[src/rtl/sevenseg_pkg.sv]
// Shared constants for the seven-segment read-back path: active-low {a..g}
// patterns for hex digits and blank, plus the scan decoder FSM state type.
package sevenseg_pkg;

    localparam logic [6:0] SEG_0     = 7'b0000001;
    localparam logic [6:0] SEG_1     = 7'b1001111;
    localparam logic [6:0] SEG_2     = 7'b0010010;
    localparam logic [6:0] SEG_3     = 7'b0000110;
    localparam logic [6:0] SEG_4     = 7'b1001100;
    localparam logic [6:0] SEG_5     = 7'b0100100;
    localparam logic [6:0] SEG_6     = 7'b0100000;
    localparam logic [6:0] SEG_7     = 7'b0001111;
    localparam logic [6:0] SEG_8     = 7'b0000000;
    localparam logic [6:0] SEG_9     = 7'b0000100;
    localparam logic [6:0] SEG_A     = 7'b0001000;
    localparam logic [6:0] SEG_B     = 7'b1100000;
    localparam logic [6:0] SEG_C     = 7'b0110001;
    localparam logic [6:0] SEG_D     = 7'b1000010;
    localparam logic [6:0] SEG_E     = 7'b0110000;
    localparam logic [6:0] SEG_F     = 7'b0111000;
    localparam logic [6:0] SEG_BLANK = 7'b1111111;

    typedef enum logic [1:0] {IDLE, SETTLE, HOLD} state_t;

endpackage

[src/rtl/seg_pattern_decode.sv]
// Maps an active-low {a..g} pattern back to its hex nibble.
// Purely combinational; no flow control.
module seg_pattern_decode
    import sevenseg_pkg::*;
(
    input  logic [6:0] seg,
    output logic [3:0] nibble,
    output logic       is_blank,
    output logic       is_valid
);

    always_comb begin
        nibble   = 4'h0;
        is_blank = 1'b0;
        is_valid = 1'b1;
        case (seg)
            SEG_0:     nibble = 4'h0;
            SEG_1:     nibble = 4'h1;
            SEG_2:     nibble = 4'h2;
            SEG_3:     nibble = 4'h3;
            SEG_4:     nibble = 4'h4;
            SEG_5:     nibble = 4'h5;
            SEG_6:     nibble = 4'h6;
            SEG_7:     nibble = 4'h7;
            SEG_8:     nibble = 4'h8;
            SEG_9:     nibble = 4'h9;
            SEG_A:     nibble = 4'hA;
            SEG_B:     nibble = 4'hB;
            SEG_C:     nibble = 4'hC;
            SEG_D:     nibble = 4'hD;
            SEG_E:     nibble = 4'hE;
            SEG_F:     nibble = 4'hF;
            SEG_BLANK: begin
                is_blank = 1'b1;
                is_valid = 1'b0;
            end
            default:   is_valid = 1'b0;
        endcase
    end

endmodule

[src/rtl/sevenseg_scan_decoder.sv]
// Recovers per-digit hex values from a multiplexed active-low 7-seg bus.
// Latency: capture STABLE_CYCLES edges after a pattern is first sampled.
// No backpressure: the bus is sampled every cycle. Option: SSD_DP_CAPTURE_EN.
module sevenseg_scan_decoder
    import sevenseg_pkg::*;
#(
    parameter int NUM_DIGITS    = 4,
    parameter int STABLE_CYCLES = 4
) (
    input  logic                          clk,
    input  logic                          reset,
    input  logic [NUM_DIGITS-1:0]         an,
    input  logic [6:0]                    seg,
`ifdef SSD_DP_CAPTURE_EN
    input  logic                          dp,
    output logic [NUM_DIGITS-1:0]         dp_out,
`endif
    input  logic                          err_clr,
    output logic [4*NUM_DIGITS-1:0]       digits,
    output logic [NUM_DIGITS-1:0]         digit_valid,
    output logic                          new_digit,
    output logic [$clog2(NUM_DIGITS)-1:0] digit_idx,
    output logic                          err
);

    localparam int IDXW = $clog2(NUM_DIGITS);
    localparam int CW   = $clog2(STABLE_CYCLES + 1);
`ifdef SSD_DP_CAPTURE_EN
    localparam int SW   = NUM_DIGITS + 8;
`else
    localparam int SW   = NUM_DIGITS + 7;
`endif

    logic [SW-1:0]         sample_in;
    logic [SW-1:0]         smp;
    logic [NUM_DIGITS-1:0] smp_an;
    logic [6:0]            smp_seg;
    logic [CW-1:0]         count;
    state_t                state;

`ifdef SSD_DP_CAPTURE_EN
    assign sample_in = {an, seg, dp};
`else
    assign sample_in = {an, seg};
`endif
    assign smp_an  = smp[SW-1 -: NUM_DIGITS];
    assign smp_seg = smp[SW-NUM_DIGITS-1 -: 7];

    logic [3:0] dec_nibble;
    logic       dec_blank;
    logic       dec_valid;

    seg_pattern_decode u_decode (
        .seg      (smp_seg),
        .nibble   (dec_nibble),
        .is_blank (dec_blank),
        .is_valid (dec_valid)
    );

    logic            changed;
    logic            single_in;
    logic            capture;
    logic [IDXW-1:0] cap_idx;

    assign changed   = (sample_in != smp);
    assign single_in = ($countones(~an) == 1);
    // A capture needs the pattern to survive one more identical edge.
    assign capture   = (state == SETTLE) && !changed &&
                       (count == CW'(STABLE_CYCLES - 1));

    always_comb begin
        cap_idx = '0;
        for (int i = 0; i < NUM_DIGITS; i++) begin
            if (!smp_an[i]) cap_idx = IDXW'(i);
        end
    end

    always_ff @(posedge clk or posedge reset) begin
        if (reset) begin
            smp         <= '1;
            state       <= IDLE;
            count       <= '0;
            digits      <= '0;
            digit_valid <= '0;
            new_digit   <= 1'b0;
            digit_idx   <= '0;
            err         <= 1'b0;
`ifdef SSD_DP_CAPTURE_EN
            dp_out      <= '0;
`endif
        end else begin
            smp       <= sample_in;
            new_digit <= 1'b0;
            if (err_clr) err <= 1'b0;
            if (changed) begin
                count <= '0;
                state <= single_in ? SETTLE : IDLE;
            end else begin
                if (state != IDLE && count != CW'(STABLE_CYCLES)) count <= count + 1'b1;
                if (capture) begin
                    state     <= HOLD;
                    new_digit <= 1'b1;
                    digit_idx <= cap_idx;
                    if (dec_valid) begin
                        digits[4*cap_idx +: 4] <= dec_nibble;
                        digit_valid[cap_idx]   <= 1'b1;
`ifdef SSD_DP_CAPTURE_EN
                        dp_out[cap_idx]        <= ~smp[0];
`endif
                    end else begin
                        digit_valid[cap_idx] <= 1'b0;
                        // Error set wins over a simultaneous clear.
                        if (!dec_blank) err <= 1'b1;
                    end
                end
            end
        end
    end

endmodule

[config.mk]
export PLATFORM = sky130hd
export DESIGN_NAME = sevenseg_scan_decoder
export DESIGN_NICKNAME = d
export VERILOG_FILES = /design/src/rtl/sevenseg_pkg.sv /design/src/rtl/seg_pattern_decode.sv /design/src/rtl/sevenseg_scan_decoder.sv
export SDC_FILE = /design/constraint.sdc
export NUM_CORES = 1
export LEC_CHECK = 0
export ABC_CLOCK_PERIOD_IN_PS = 2200
export CAP_MARGIN = 30
export CELL_PAD_IN_SITES_DETAIL_PLACEMENT = 2
export CELL_PAD_IN_SITES_GLOBAL_PLACEMENT = 2
export CORE_MARGIN = 4
export CORE_UTILIZATION = 30
export DETAILED_ROUTE_END_ITERATION = 12
export GPL_TIMING_DRIVEN = 0
export HOLD_SLACK_MARGIN = 0.1
export PLACE_DENSITY_LB_ADDON = 0.1
export RECOVER_POWER = 50
export SYNTH_ARGS = -nofsm -noshare
export SYNTH_HDL_FRONTEND = slang
export SYNTH_SLANG_ARGS = --single-unit
[constraint.sdc]
create_clock -name clk -period 2.2 [get_ports clk]
set_clock_uncertainty 0.1 [all_clocks]
set_input_delay 0.44 -clock clk [delete_from_list [all_inputs] [get_ports clk]]
set_output_delay 0.44 -clock clk [all_outputs]
set_load 0.005 [all_outputs]
==> flow_metrics.tcl <==
set metrics [dict create \
    fin_crit_sh 1.12 \
    overflow 0 \
    boundaryPins 38 \
    synth_compound_area_frac 0.173 \
    final.min_clock_period_ns 2.47 \
    synth_enable_flop_cells 0 \
    drtAntennaViolNets 0 \
    async_reset_ff_frac 1.00 \
    drv_cap 1 \
    ys_warn_count 0 \
    p_leak_nw 1.46 \
    worstPathRequired_ns 2.30 \
    area_growth_pct 55.9 \
    critPathKind "in2reg" \
    dp.cells 338 \
    cpPeakStageDelay_ns 0.54 \
    worst-path-max-fanout 4 \
    cts_tree "built" \
    slew_viol_final 41 \
    track_usage 0.162 \
    routed_wl_um 7050 \
    synth_adder_area_share 0.0387 \
    h-tree-depth 2 \
    synth_top_family_by_area "compound AO/OA/AOI/OAI gates" \
    power_density_mw_per_mm2 490 \
    synth-seq-area-share 0.475 \
    synth_ff_type "dfrtp_1" \
    cts.path.max_buffers 2 \
    hold_path_class "in2reg" \
    port_buffers 37 \
    die-height_um 92.4 \
    synth.avg_cell_area_um2 10.4 \
    grt_pass1_vias 2080 \
    die-area_mm2 0.00853 \
    cts_inserted_buffers 5 \
    tightest_slew_ns 1.56 \
    synth-xor-area-share 0.0569 \
    cts-root-buf "clkbuf_8" \
    synthSimpleGateAreaFrac 0.156 \
    antenna_cells 0 \
    crit_arrival_ns 2.57 \
    finalSetupViolations 19 \
    ys_types 56 \
    netlist_instances 205 \
    final_common_cell "buf_4" \
    ctsHoldBuffers 0 \
    clock_latency_ns 0.29 \
    fmax_mhz 405 \
    cts.sinks 40 \
    hold_viol 0 \
    drc 0 \
    drtPass1Iterations 4 \
    vias 1908 \
    violations "max-capacitance violations, max-slew violations, negative setup slack" \
    clk_pin_slew_ns 0.09 \
    vdd_drop_max_uv 300 \
    rsz0062_at_grt "yes" \
    die-width_um 92.4 \
    fin_cells 378 \
    vias_per_cell 5.05 \
    synth_seq_cells 40 \
    dr.first_iter.drc_count 66 \
    outcome "complete, but fails checks" \
    final_util 0.485 \
    synthMuxAreaShare 0.0346 \
    critPathCaptureType "flop" \
    slew_headroom -0.0405 \
    antenna_found_initial 0 \
    routedWlPerCell_um 18.7 \
    path_cells "clkdlybuf4s50_1, xnor2_1, nand3_1, or4_4, buf_12, a311oi_4, mux2_4" \
    start_util 0.311 \
    setup_slack_ns -0.272 \
    globalplace.congestion 0.750 \
    nets 301 \
    start_kind "input pin" \
    hpwl_um 4280 \
    cp_slowest_cell "or4_4" \
    hold-worst-slack_ns 0.313 \
    netlist_area_mm2 0.00213 \
    syn_nets 225 \
    layout_common_cells "buf_4 (31), dfrtp_1 (29), clkdlybuf4s50_1 (26)" \
    drive_above_1_share 0.372 \
    core_mm2 0.00687 \
    grt_pass1_wl_um 11000 \
    power_mw 1.63 \
    grt_max_degree 41 \
    rows 30 \
]
## timing repair
item | CTS | global route
setup endpoints to repair | 22 | 22
buffers inserted | 23 | 15
gates resized for setup | 52 | 24
pin swaps | 18 | 10
## power by group
part	switching (mW)	internal (mW)	leakage, nW
Combinational	0.134	0.0987	0.913
Sequential	0.0155	0.757	0.489
Clock	0.284	0.342	0.0548
## through the flow
stage,setup TNS [ns],setup WS (ns),cell area [µm²]
3_3_place_gp,-18.55,-0.769,2640
2_1_floorplan,-0.474,-0.111,2140
4_1_cts,-2.81,-0.226,3110
5_1_grt,-8.72,-0.339,3330
6_report,-2.71,-0.272,3330
3_5_place_dp,-13.99,-0.789,2640
## worst max-delay path: cells and delay by family
kind | cells | cell delay [ns]
AND/OR/NAND/NOR | 2 | 0.68
buffers and inverters | 2 | 0.65
AO/OA/AOI/OAI | 1 | 0.33
multiplexers | 1 | 0.33
XOR/XNOR | 1 | 0.12
## final cells by class
cell class | count | area [µm²]
fill | 695 | 3540
timing repair buffer | 74 | 683
sequential | 40 | 1010
clock inverter | 3 | 46.3
tap | 96 | 120
inverter | 20 | 82.6
buffer | 8 | 50.0
multi-input combinational | 132 | 1260
clock buffer | 5 | 68.8
## registers in the layout, summed over array words and instances, names as in the netlist, named ones only
register	flops
digit_idx	2
err	1
digits	16
new_digit	1
smp	11
count	3
state	2
## logic make-up after synthesis
group	after synthesis
mux	6
compound gates	50
flops	40
simple gates	57
buf+inv	33
fa+ha+maj	6
xor+xnor	13
## final timing paths
path / start / endpoint / slack (ns) / cells after the start
worst min-delay path: seg[0] / smp[0]$_DFF_PP1_ / 0.31 / 1
worst max register to register: smp[4]$_DFF_PP1_ / digits[9]$_DFFE_PP0P_ / -0.27 / 6
max in group asynchronous: reset / digits[4]$_DFFE_PP0P_ / 0.14 / 2
min in group asynchronous: reset / digits[14]$_DFFE_PP0P_ / 0.95 / 2
worst min register to register: digits[15]$_DFFE_PP0P_ / digits[15]$_DFFE_PP0P_ / 0.40 / 1
worst max-delay path: seg[5] / digits[9]$_DFFE_PP0P_ / -0.27 / 7
## routing by layer
metal,global-route usage,vias to the layer above,part of all wire
met3,0.0268,6,0.031
met5,0,-,0
met4,0.0446,0,0.012
met1,0.207,974,0.43
li1,-,886,-
met2,0.282,42,0.52
## Yosys cell counts, types with 4 or more instances
master | count | area (µm²)
a21oi_1 | 7 | 35.0
buf_2 | 7 | 35.0
clkbuf_1 | 5 | 18.8
dfrtp_1 | 29 | 726
dfstp_2 | 11 | 289
ha_1 | 5 | 62.6
inv_1 | 18 | 67.6
nand2_1 | 9 | 33.8
nand3_1 | 5 | 25.0
nor2_1 | 12 | 45.0
nor3_1 | 6 | 30.0
o21ai_0 | 8 | 40.0
o2bb2ai_1 | 4 | 35.0
xnor2_1 | 11 | 96.3
No activity file was read; power rests on OpenSTA's default activity.
